<file path="src/rtl/accum_block_looper_n_pkg.sv">
// ---------------------------------------------------------------------------
// accum_block_looper_n_pkg
// Shared configuration for the accumulation-block looper family: default
// grid dimensionality, work/offset width, stride shift width, broadcast
// fan-out, and the looper FSM state encoding.
// ---------------------------------------------------------------------------
package accum_block_looper_n_pkg;

    localparam int VDIM_DEF     = 2;   // grid dimensions, index VDIM-1 innermost
    localparam int WORK_BW      = 16;  // offset / work width
    localparam int SHAMT_BW_DEF = 4;   // stride shift width (stride = 1 << shamt)
    localparam int N_DST_DEF    = 3;   // broadcast destinations

    // Looper FSM encoding
    localparam logic [0:0] ST_IDLE = 1'b0;
    localparam logic [0:0] ST_RUN  = 1'b1;

endpackage

</file>
<file path="src/rtl/accum_block_looper_n_if.sv">
// ---------------------------------------------------------------------------
// accum_block_looper_n_if
// Bundles the looper's descriptor source (src_rdy/src_ack plus the block
// descriptor fields) and the per-point broadcast (dst_rdy/dst_ack plus the
// point fields).
//   master : block dispatcher side / consumers (drives descriptor and acks)
//   slave  : the looper itself
// ---------------------------------------------------------------------------
interface accum_block_looper_n_if
    import accum_block_looper_n_pkg::*;
#(
    parameter int VDIM     = VDIM_DEF,
    parameter int WBW      = WORK_BW,
    parameter int SHAMT_BW = SHAMT_BW_DEF,
    parameter int N_DST    = N_DST_DEF
);
    // Descriptor source
    logic                               src_rdy;
    logic                               src_ack;
    logic [VDIM-1:0][WBW-1:0]           i_bofs;
    logic [VDIM-1:0][SHAMT_BW-1:0]      i_agrid_shamt;
    logic [VDIM-1:0][WBW-1:0]           i_agrid_last;
    logic [VDIM-1:0][WBW-1:0]           i_alocal_last;
    logic [VDIM-1:0][WBW-1:0]           i_aboundary;
    logic [N_DST-1:0]                   i_dst_en;

    // Point broadcast
    logic [N_DST-1:0]                   dst_rdy;
    logic [N_DST-1:0]                   dst_ack;
    logic [VDIM-1:0][WBW-1:0]           o_bofs;
    logic [VDIM-1:0][WBW-1:0]           o_aofs;
    logic [VDIM-1:0][WBW-1:0]           o_alast;
    logic                               o_islast;
    logic                               blkdone_dval;

    modport master (
        output src_rdy, i_bofs, i_agrid_shamt, i_agrid_last, i_alocal_last,
               i_aboundary, i_dst_en, dst_ack,
        input  src_ack, dst_rdy, o_bofs, o_aofs, o_alast, o_islast, blkdone_dval
    );

    modport slave (
        input  src_rdy, i_bofs, i_agrid_shamt, i_agrid_last, i_alocal_last,
               i_aboundary, i_dst_en, dst_ack,
        output src_ack, dst_rdy, o_bofs, o_aofs, o_alast, o_islast, blkdone_dval
    );

endinterface

</file>
<file path="src/rtl/accum_block_looper_n_nd_grid_counter.sv">
// ---------------------------------------------------------------------------
// nd_grid_counter
// VDIM-dimensional odometer over a power-of-two-strided grid. Holds the
// current grid point, can be reloaded to the origin, and steps to the next
// point with per-dimension wrap. All stepping compares are done one bit
// wider than the offsets so that points near the top of the range neither
// wrap silently nor run past the last legal offset.
// Ports:
//   i_clk, i_rst    clock, asynchronous active-low reset (point -> origin)
//   load_zero_i     reload the point to all-zero (wins over step_i)
//   step_i          advance to the next grid point
//   shamt_i         per-dimension stride shift
//   last_i          per-dimension largest legal offset (inclusive)
//   aofs_o          current grid point (registered)
//   islast_o        current point is the final point of the grid
// ---------------------------------------------------------------------------
module nd_grid_counter
    import accum_block_looper_n_pkg::*;
#(
    parameter int VDIM     = VDIM_DEF,
    parameter int WBW      = WORK_BW,
    parameter int SHAMT_BW = SHAMT_BW_DEF
)(
    input  logic                          i_clk,
    input  logic                          i_rst,
    input  logic                          load_zero_i,
    input  logic                          step_i,
    input  logic [VDIM-1:0][SHAMT_BW-1:0] shamt_i,
    input  logic [VDIM-1:0][WBW-1:0]      last_i,
    output logic [VDIM-1:0][WBW-1:0]      aofs_o,
    output logic                          islast_o
);

    localparam logic [WBW:0] ONE_W = {{WBW{1'b0}}, 1'b1};

    logic [VDIM-1:0][WBW-1:0] aofs_q, aofs_d;
    logic [VDIM-1:0][WBW:0]   sum;
    logic [VDIM-1:0]          wrap;

    // Per-dimension candidate next offset and whether it leaves the grid.
    // A shift amount wider than the offset itself can only leave the grid.
    always_comb begin
        for (int d = 0; d < VDIM; d++) begin
            sum[d]  = {1'b0, aofs_q[d]} + (ONE_W << shamt_i[d]);
            wrap[d] = (int'(shamt_i[d]) > WBW) || (sum[d] > {1'b0, last_i[d]});
        end
    end

    // Odometer: innermost dimension always steps; a wrapping dimension
    // resets to zero and carries outward.
    always_comb begin
        logic carry;
        carry  = 1'b1;
        aofs_d = aofs_q;
        if (load_zero_i) begin
            aofs_d = '0;
        end else if (step_i) begin
            for (int d = VDIM - 1; d >= 0; d--) begin
                if (carry) begin
                    if (wrap[d]) begin
                        aofs_d[d] = '0;
                    end else begin
                        aofs_d[d] = sum[d][WBW-1:0];
                        carry     = 1'b0;
                    end
                end
            end
        end
    end

    always_ff @(posedge i_clk or negedge i_rst) begin
        if (!i_rst) begin
            aofs_q <= '0;
        end else begin
            aofs_q <= aofs_d;
        end
    end

    assign aofs_o   = aofs_q;
    assign islast_o = &wrap;

endmodule

</file>
<file path="src/rtl/accum_block_looper_n.sv">
// ---------------------------------------------------------------------------
// accum_block_looper_n
// Takes one accumulation-block descriptor at a time and walks its grid,
// broadcasting {bofs, aofs, clamped alast} for every grid point to N_DST
// consumers. Each enabled consumer acks a point independently; the point
// retires once every enabled consumer has acked it, and the descriptor is
// acked together with the final point. A block with no enabled consumers
// is acked one cycle after it is offered without producing any point.
// Ports:
//   i_clk, i_rst   clock, asynchronous active-low reset
//   bus (slave)    src_rdy/src_ack + descriptor fields in,
//                  dst_rdy/dst_ack + point fields out, blkdone_dval
// Point fields (o_bofs, o_alast, o_islast) read zero outside a block.
// ---------------------------------------------------------------------------
module accum_block_looper_n
    import accum_block_looper_n_pkg::*;
#(
    parameter int VDIM     = VDIM_DEF,
    parameter int WBW      = WORK_BW,
    parameter int SHAMT_BW = SHAMT_BW_DEF,
    parameter int N_DST    = N_DST_DEF
)(
    input  logic                  i_clk,
    input  logic                  i_rst,
    accum_block_looper_n_if.slave bus
);

    logic [0:0]               state_q, state_d;
    logic [N_DST-1:0]         acked_q, acked_d;
    logic                     empty_q, empty_d;

    logic                     run;
    logic                     no_en;
    logic [N_DST-1:0]         accepted;
    logic                     point_done;
    logic                     grid_islast;
    logic                     load_zero;
    logic                     step;
    logic [VDIM-1:0][WBW-1:0] aofs;
    logic [VDIM-1:0][WBW-1:0] alast;

    // Clamp aofs + local extent to the boundary; the sum keeps its carry so
    // an overflowing sum is still clamped.
    function automatic logic [WBW-1:0] clamp_last(
        input logic [WBW-1:0] a,
        input logic [WBW-1:0] loc,
        input logic [WBW-1:0] bnd
    );
        logic [WBW:0] s;
        s = {1'b0, a} + {1'b0, loc};
        return (s > {1'b0, bnd}) ? bnd : s[WBW-1:0];
    endfunction

    nd_grid_counter #(
        .VDIM     (VDIM),
        .WBW      (WBW),
        .SHAMT_BW (SHAMT_BW)
    ) u_grid (
        .i_clk       (i_clk),
        .i_rst       (i_rst),
        .load_zero_i (load_zero),
        .step_i      (step),
        .shamt_i     (bus.i_agrid_shamt),
        .last_i      (bus.i_agrid_last),
        .aofs_o      (aofs),
        .islast_o    (grid_islast)
    );

    assign run      = (state_q == ST_RUN);
    assign no_en    = (bus.i_dst_en == '0);
    assign accepted = bus.dst_ack & bus.dst_rdy;

    // A point retires in the cycle its last outstanding ack arrives.
    assign point_done = run && (((acked_q | accepted) & bus.i_dst_en) == bus.i_dst_en);

    assign bus.dst_rdy      = run ? (bus.i_dst_en & ~acked_q) : '0;
    assign bus.src_ack      = bus.src_rdy & ((point_done & grid_islast) | empty_q);
    assign bus.blkdone_dval = bus.src_ack;

    always_comb begin
        for (int d = 0; d < VDIM; d++) begin
            alast[d] = clamp_last(aofs[d], bus.i_alocal_last[d], bus.i_aboundary[d]);
        end
    end

    assign bus.o_aofs   = aofs;
    assign bus.o_bofs   = run ? bus.i_bofs : '0;
    assign bus.o_alast  = run ? alast : '0;
    assign bus.o_islast = run & grid_islast;

    always_comb begin
        state_d   = state_q;
        acked_d   = acked_q;
        empty_d   = 1'b0;
        load_zero = 1'b0;
        step      = 1'b0;
        case (state_q)
            ST_IDLE: begin
                // empty_q blocks re-capturing the descriptor in its own ack cycle
                if (bus.src_rdy && !empty_q) begin
                    if (no_en) begin
                        empty_d = 1'b1;
                    end else begin
                        state_d   = ST_RUN;
                        load_zero = 1'b1;
                        acked_d   = '0;
                    end
                end
            end
            ST_RUN: begin
                if (point_done) begin
                    acked_d = '0;
                    if (grid_islast) begin
                        state_d = ST_IDLE;
                    end else begin
                        step = 1'b1;
                    end
                end else begin
                    acked_d = acked_q | accepted;
                end
            end
            default: state_d = ST_IDLE;
        endcase
    end

    always_ff @(posedge i_clk or negedge i_rst) begin
        if (!i_rst) begin
            state_q <= ST_IDLE;
            acked_q <= '0;
            empty_q <= 1'b0;
        end else begin
            state_q <= state_d;
            acked_q <= acked_d;
            empty_q <= empty_d;
        end
    end

endmodule
</file>
<file path="src/flat_wrapper.sv">
// flat-port wrapper written by rule: the top's interface ports become plain ports
module accum_block_looper_n_flat import accum_block_looper_n_pkg::*;
#(
    parameter int VDIM     = VDIM_DEF,
    parameter int WBW      = WORK_BW,
    parameter int SHAMT_BW = SHAMT_BW_DEF,
    parameter int N_DST    = N_DST_DEF
)
  (i_clk, i_rst, bus_src_rdy, bus_i_bofs, bus_i_agrid_shamt, bus_i_agrid_last, bus_i_alocal_last, bus_i_aboundary, bus_i_dst_en, bus_dst_ack, bus_src_ack, bus_dst_rdy, bus_o_bofs, bus_o_aofs, bus_o_alast, bus_o_islast, bus_blkdone_dval);
  accum_block_looper_n_if #(.VDIM(VDIM), .WBW(WBW), .SHAMT_BW(SHAMT_BW), .N_DST(N_DST)) bus_i ();
  input  logic i_clk;
  input  logic i_rst;
  input wire logic [$bits(bus_i.src_rdy)-1:0] bus_src_rdy;
  input wire logic [$bits(bus_i.i_bofs)-1:0] bus_i_bofs;
  input wire logic [$bits(bus_i.i_agrid_shamt)-1:0] bus_i_agrid_shamt;
  input wire logic [$bits(bus_i.i_agrid_last)-1:0] bus_i_agrid_last;
  input wire logic [$bits(bus_i.i_alocal_last)-1:0] bus_i_alocal_last;
  input wire logic [$bits(bus_i.i_aboundary)-1:0] bus_i_aboundary;
  input wire logic [$bits(bus_i.i_dst_en)-1:0] bus_i_dst_en;
  input wire logic [$bits(bus_i.dst_ack)-1:0] bus_dst_ack;
  output wire logic [$bits(bus_i.src_ack)-1:0] bus_src_ack;
  output wire logic [$bits(bus_i.dst_rdy)-1:0] bus_dst_rdy;
  output wire logic [$bits(bus_i.o_bofs)-1:0] bus_o_bofs;
  output wire logic [$bits(bus_i.o_aofs)-1:0] bus_o_aofs;
  output wire logic [$bits(bus_i.o_alast)-1:0] bus_o_alast;
  output wire logic [$bits(bus_i.o_islast)-1:0] bus_o_islast;
  output wire logic [$bits(bus_i.blkdone_dval)-1:0] bus_blkdone_dval;
  assign bus_i.src_rdy = bus_src_rdy;
  assign bus_i.i_bofs = bus_i_bofs;
  assign bus_i.i_agrid_shamt = bus_i_agrid_shamt;
  assign bus_i.i_agrid_last = bus_i_agrid_last;
  assign bus_i.i_alocal_last = bus_i_alocal_last;
  assign bus_i.i_aboundary = bus_i_aboundary;
  assign bus_i.i_dst_en = bus_i_dst_en;
  assign bus_i.dst_ack = bus_dst_ack;
  assign bus_src_ack = bus_i.src_ack;
  assign bus_dst_rdy = bus_i.dst_rdy;
  assign bus_o_bofs = bus_i.o_bofs;
  assign bus_o_aofs = bus_i.o_aofs;
  assign bus_o_alast = bus_i.o_alast;
  assign bus_o_islast = bus_i.o_islast;
  assign bus_blkdone_dval = bus_i.blkdone_dval;
  accum_block_looper_n #(.VDIM(VDIM), .WBW(WBW), .SHAMT_BW(SHAMT_BW), .N_DST(N_DST)) u_core (.i_clk(i_clk), .i_rst(i_rst), .bus(bus_i));
endmodule
</file>
<file path="config.mk">
export PLATFORM = sky130hd
export DESIGN_NAME = accum_block_looper_n_flat
export DESIGN_NICKNAME = d
export VERILOG_FILES = /design/src/rtl/accum_block_looper_n_pkg.sv /design/src/rtl/accum_block_looper_n_if.sv /design/src/rtl/accum_block_looper_n_nd_grid_counter.sv /design/src/rtl/accum_block_looper_n.sv /design/src/flat_wrapper.sv
export SDC_FILE = /design/constraint.sdc
export NUM_CORES = 1
export LEC_CHECK = 0
export BUFFER_PORTS_ARGS = -buffer_cell sky130_fd_sc_hd__buf_4
export CORE_UTILIZATION = 48
export DETAILED_ROUTE_END_ITERATION = 16
export PLACE_DENSITY = 0.78
export SLEW_MARGIN = 10
export SYNTH_ARGS = -nofsm -noshare
export SYNTH_HDL_FRONTEND = slang
export SYNTH_SLANG_ARGS = --single-unit
</file>
<file path="constraint.sdc">
create_clock -name i_clk -period 5.65 [get_ports i_clk]
set_input_delay 0.8475 -clock i_clk [delete_from_list [all_inputs] [get_ports i_clk]]
set_output_delay 0.8475 -clock i_clk [all_outputs]
set_load 0.05 [all_outputs]
</file>
==> impl_results.md <==
* Setup Crit Path Kind: in2out
* Worst Setup Start Kind: input pin
* Main synth FF type: dfrtp_1
* Std-Cell Core Area at 14500 µm²
* Worst hold path class: in2async
* Die area at 15400 µm²
* First-pass GRT wire length at 39.2 mm
* RSZ-0062 raised after global routing: yes
* Hold Vio Cnt, Final at 0
* Grt ovf at 0
* CTS Sinks at 37
* CTS Buf Count at 5
* Outcome: complete, but fails checks
* Antenna cells at 0
* Tmin final at approximately 5700 ps
* Vias per cell at 5.74
* Final #Nets at roughly 1500
* Multiplexer share of the synthesized area at under 10%
* PwrDens at ~580 nW/µm²
* Antenna violations before repair at 0
* Final GP Congestion at about 1.0
* FP Rows at between 40 and 50
* Cell count after synthesis at 956
* Tcrit/Tclk final at 101%
* Compound-cell area share of the yosys netlist at a little over a quarter
* Post-Route WL at around 25 mm
* Post-Synth Adder-Cell Area at 23.4%
* YS warnings at 0
* Max Cap Viol at 0
* Pre-Repair DR Iteration Count at 5
* Critical Path RT at approximately 4800 ps
* Crit-path slowest cell: o32a_1
* Maximum VDD drop at around 0.44 mV
* Final WS setup at -51.1 ps
* CTS tree: done
* Pre-CTS setup slack at -173 ps
* Total negative slack at -101 ps
* Largest family of logic cells by synthesized area: compound AO/OA/AOI/OAI gates
* Max incr delay on CP at between 300 and 400 ps
* Max Slew Vio Count at 0
* Die width at about 120 µm
* # setup viols final at 2
* Clk_lat worst skew at approximately 290 ps
* Synth Area in Simple Gates at 23.4%
* Post-DP HPWL at approximately 21 mm
* EDFF count, synth at 0
* Crit end category: output pin
* Sequential cell area fraction in the yosys report at 12.9%
* Library cells used by synthesis at 85
* Die height at around 120 µm
* Syn nets at about 1200
* Worst-path clk slew at approximately 50 ps
* XOR/XNOR share of the synthesized area at under 10%
* P_leak at 5.56 nW
* Failing checks: setup timing
* Post-DRT Antenna Nets at 0
* Most common cell after layout, fill and taps aside: buf_4
* Buffers & Inverters on Critical Path at 5
* Syn Std Cell Area at around 7200 µm²
* Vias in the first global route at slightly below 8000
* Layout cells sized above 1 at 35.2%
* I/O Buffers at 246
* Root Buffer: clkbuf_16
* P&R area growth vs syn at 45.7%
* GR Util All Layers at 30.9%
* Initial Utilization at around half
* Worst Path Max Fanout at 4
* Clk_skew at 3.61 ps
* WP data arrival at 4850 ps
* Via count at around 8300
* Power, Total at around 6 mW
* Fill cells at about 1200
* Initial DRC count at 593
* Most frequent cells in the layout: buf_4 (315), ha_1 (123), inv_1 (88), nor2_1 (71), nand2_1 (61)
* I/O pins at ~250
* Worst Tran Pin Value at around 1100 ps
* Largest net degree at the start of global routing at 43
* Worst slew margin at a little over a quarter
* Fmax at 175 MHz
* DRC viols at 0
* Synth Area per Inst at around 7.5 µm²
* # hold bufs at CTS at 0
* Yosys reg bits at 37
* Avg WL per Cell at 17.4 µm
* CP Cell Sequence: buf_8 > buf_4 > or3_4 > inv_1 > ha_1 > a21o_1 > nand4_1 > buf_4 > nand3_1 > a21o_1 > a21oi_2 > xnor2_1 > ha_1 > nand2_2 > nor3_4 > a2111o_1 > o32a_1 > a211oi_4 > nor3_2 > o21a_2 > buf_8
* Clock Tree Buf Depth at 2
* Crit-path leading delay family: compound AO/OA/AOI/OAI gates
* Post-synth ARST share at 100%
* H-tree Lvls at 2
==> synthesized netlist by cell type (all sizes together) (9+ instances only) <==
library cell  instances  share of area [%]
o21a                 12                1.3
a21o                 24                2.5
dfrtp                37                 13
clkbuf               17               0.89
buf                  10               0.91
nand4                15                1.3
nand3                47                3.3
mux2i                14                2.0
ha                  128                 22
xnor2                30                3.7
nor3                 34                2.4
nor2b                 9               0.79
nand2b               13                1.1
a21oi                95                6.9
nor2                 74                3.9
inv                  89                4.7
o21ai                58                4.2
o211ai                9                1.0
a211oi                9                1.3
nand2                64                3.3
xor2                 15                1.8
and2                 40                3.5
==> cell families (layout without fill, tap and decap cells) <==
family | after synthesis | in the layout
muxes | 15 | 15
and+or+nand+nor | 333 | 333
adders and majority gates | 132 | 132
buffers and inverters | 117 | 428
xor gates and xnor gates | 45 | 45
AOI/OAI and AO/OA | 277 | 277
DFF | 37 | 37
==> timing repair <==
action                                  4_1_cts  5_1_grt
buffers inserted                              3       15
gates resized for setup                      13       74
endpoints found under the setup margin       20       35
pin swaps                                     7       50
==> layout make-up <==
cell class                      count  area (µm²)  share of cell area [%]
Multi-Input combinational cell    802        6260                    59.9
Timing Repair Buffer              330        2550                    24.4
Sequential cell                    37         926                    8.86
Inverter                           90         338                    3.23
Tap cell                          184         230                    2.20
Clock buffer                        5         125                    1.20
Clock inverter                      3        17.5                   0.168
==> stage by stage <==
step | hold WS (ps) | utilization, % | instances | cell area [µm²]
detailed placement | 527 | 67.3 | 1425 | 9780
floorplan | 486 | - | 956 | 7340
global placement | 505 | 67.3 | 1425 | 9780
finish | 508 | 71.9 | 1451 | 10500
CTS | 531 | 68.7 | 1436 | 9990
global route | 554 | 71.9 | 1451 | 10500
==> power breakdown <==
part / switching, mW / internal [mW] / total (mW)
clock: 0.110 / 0.162 / 0.271
combinational: 3.32 / 1.93 / 5.25
sequential: 0.159 / 0.349 / 0.508
total: 3.59 / 2.44 / 6.02
==> metal layers <==
layer  vias up  share of wire, %  global-route usage (%)
li1       4094                 -                       -
met1      3862                44                    39.7
met2       316                48                    52.1
met3        52               5.1                    4.01
met4         0               3.4                    12.7
met5         -                 0                       0
==> sequential cells by signal, summed over array words and instances (netlist names) <==
register              count
u_core.acked_q            3
u_core.u_grid.aofs_o     32
u_core.run                1
u_core.empty_q            1
==> path summary, 6_finish.rpt <==
check / startpoint / endpoint / slack, ps / depth (start not counted)
worst max-delay path: bus_i_agrid_shamt[7] / bus_src_ack / -50 / 21
worst min-delay path: i_rst / u_core.u_grid.aofs_o[1]$_DFFE_PN0P_ / 510 / 1
worst max register to register: u_core.u_grid.aofs_o[16]$_DFFE_PN0P_ / u_core.u_grid.aofs_o[31]$_DFFE_PN0P_ / 850 / 21
worst min register to register: u_core.acked_q[1]$_DFFE_PN0P_ / u_core.acked_q[1]$_DFFE_PN0P_ / 540 / 2
max in group asynchronous: i_rst / u_core.u_grid.aofs_o[22]$_DFFE_PN0P_ / 4800 / 1
min in group i_clk: u_core.acked_q[1]$_DFFE_PN0P_ / u_core.acked_q[1]$_DFFE_PN0P_ / 540 / 2
Note: power is estimated with default switching activity, not from simulation.
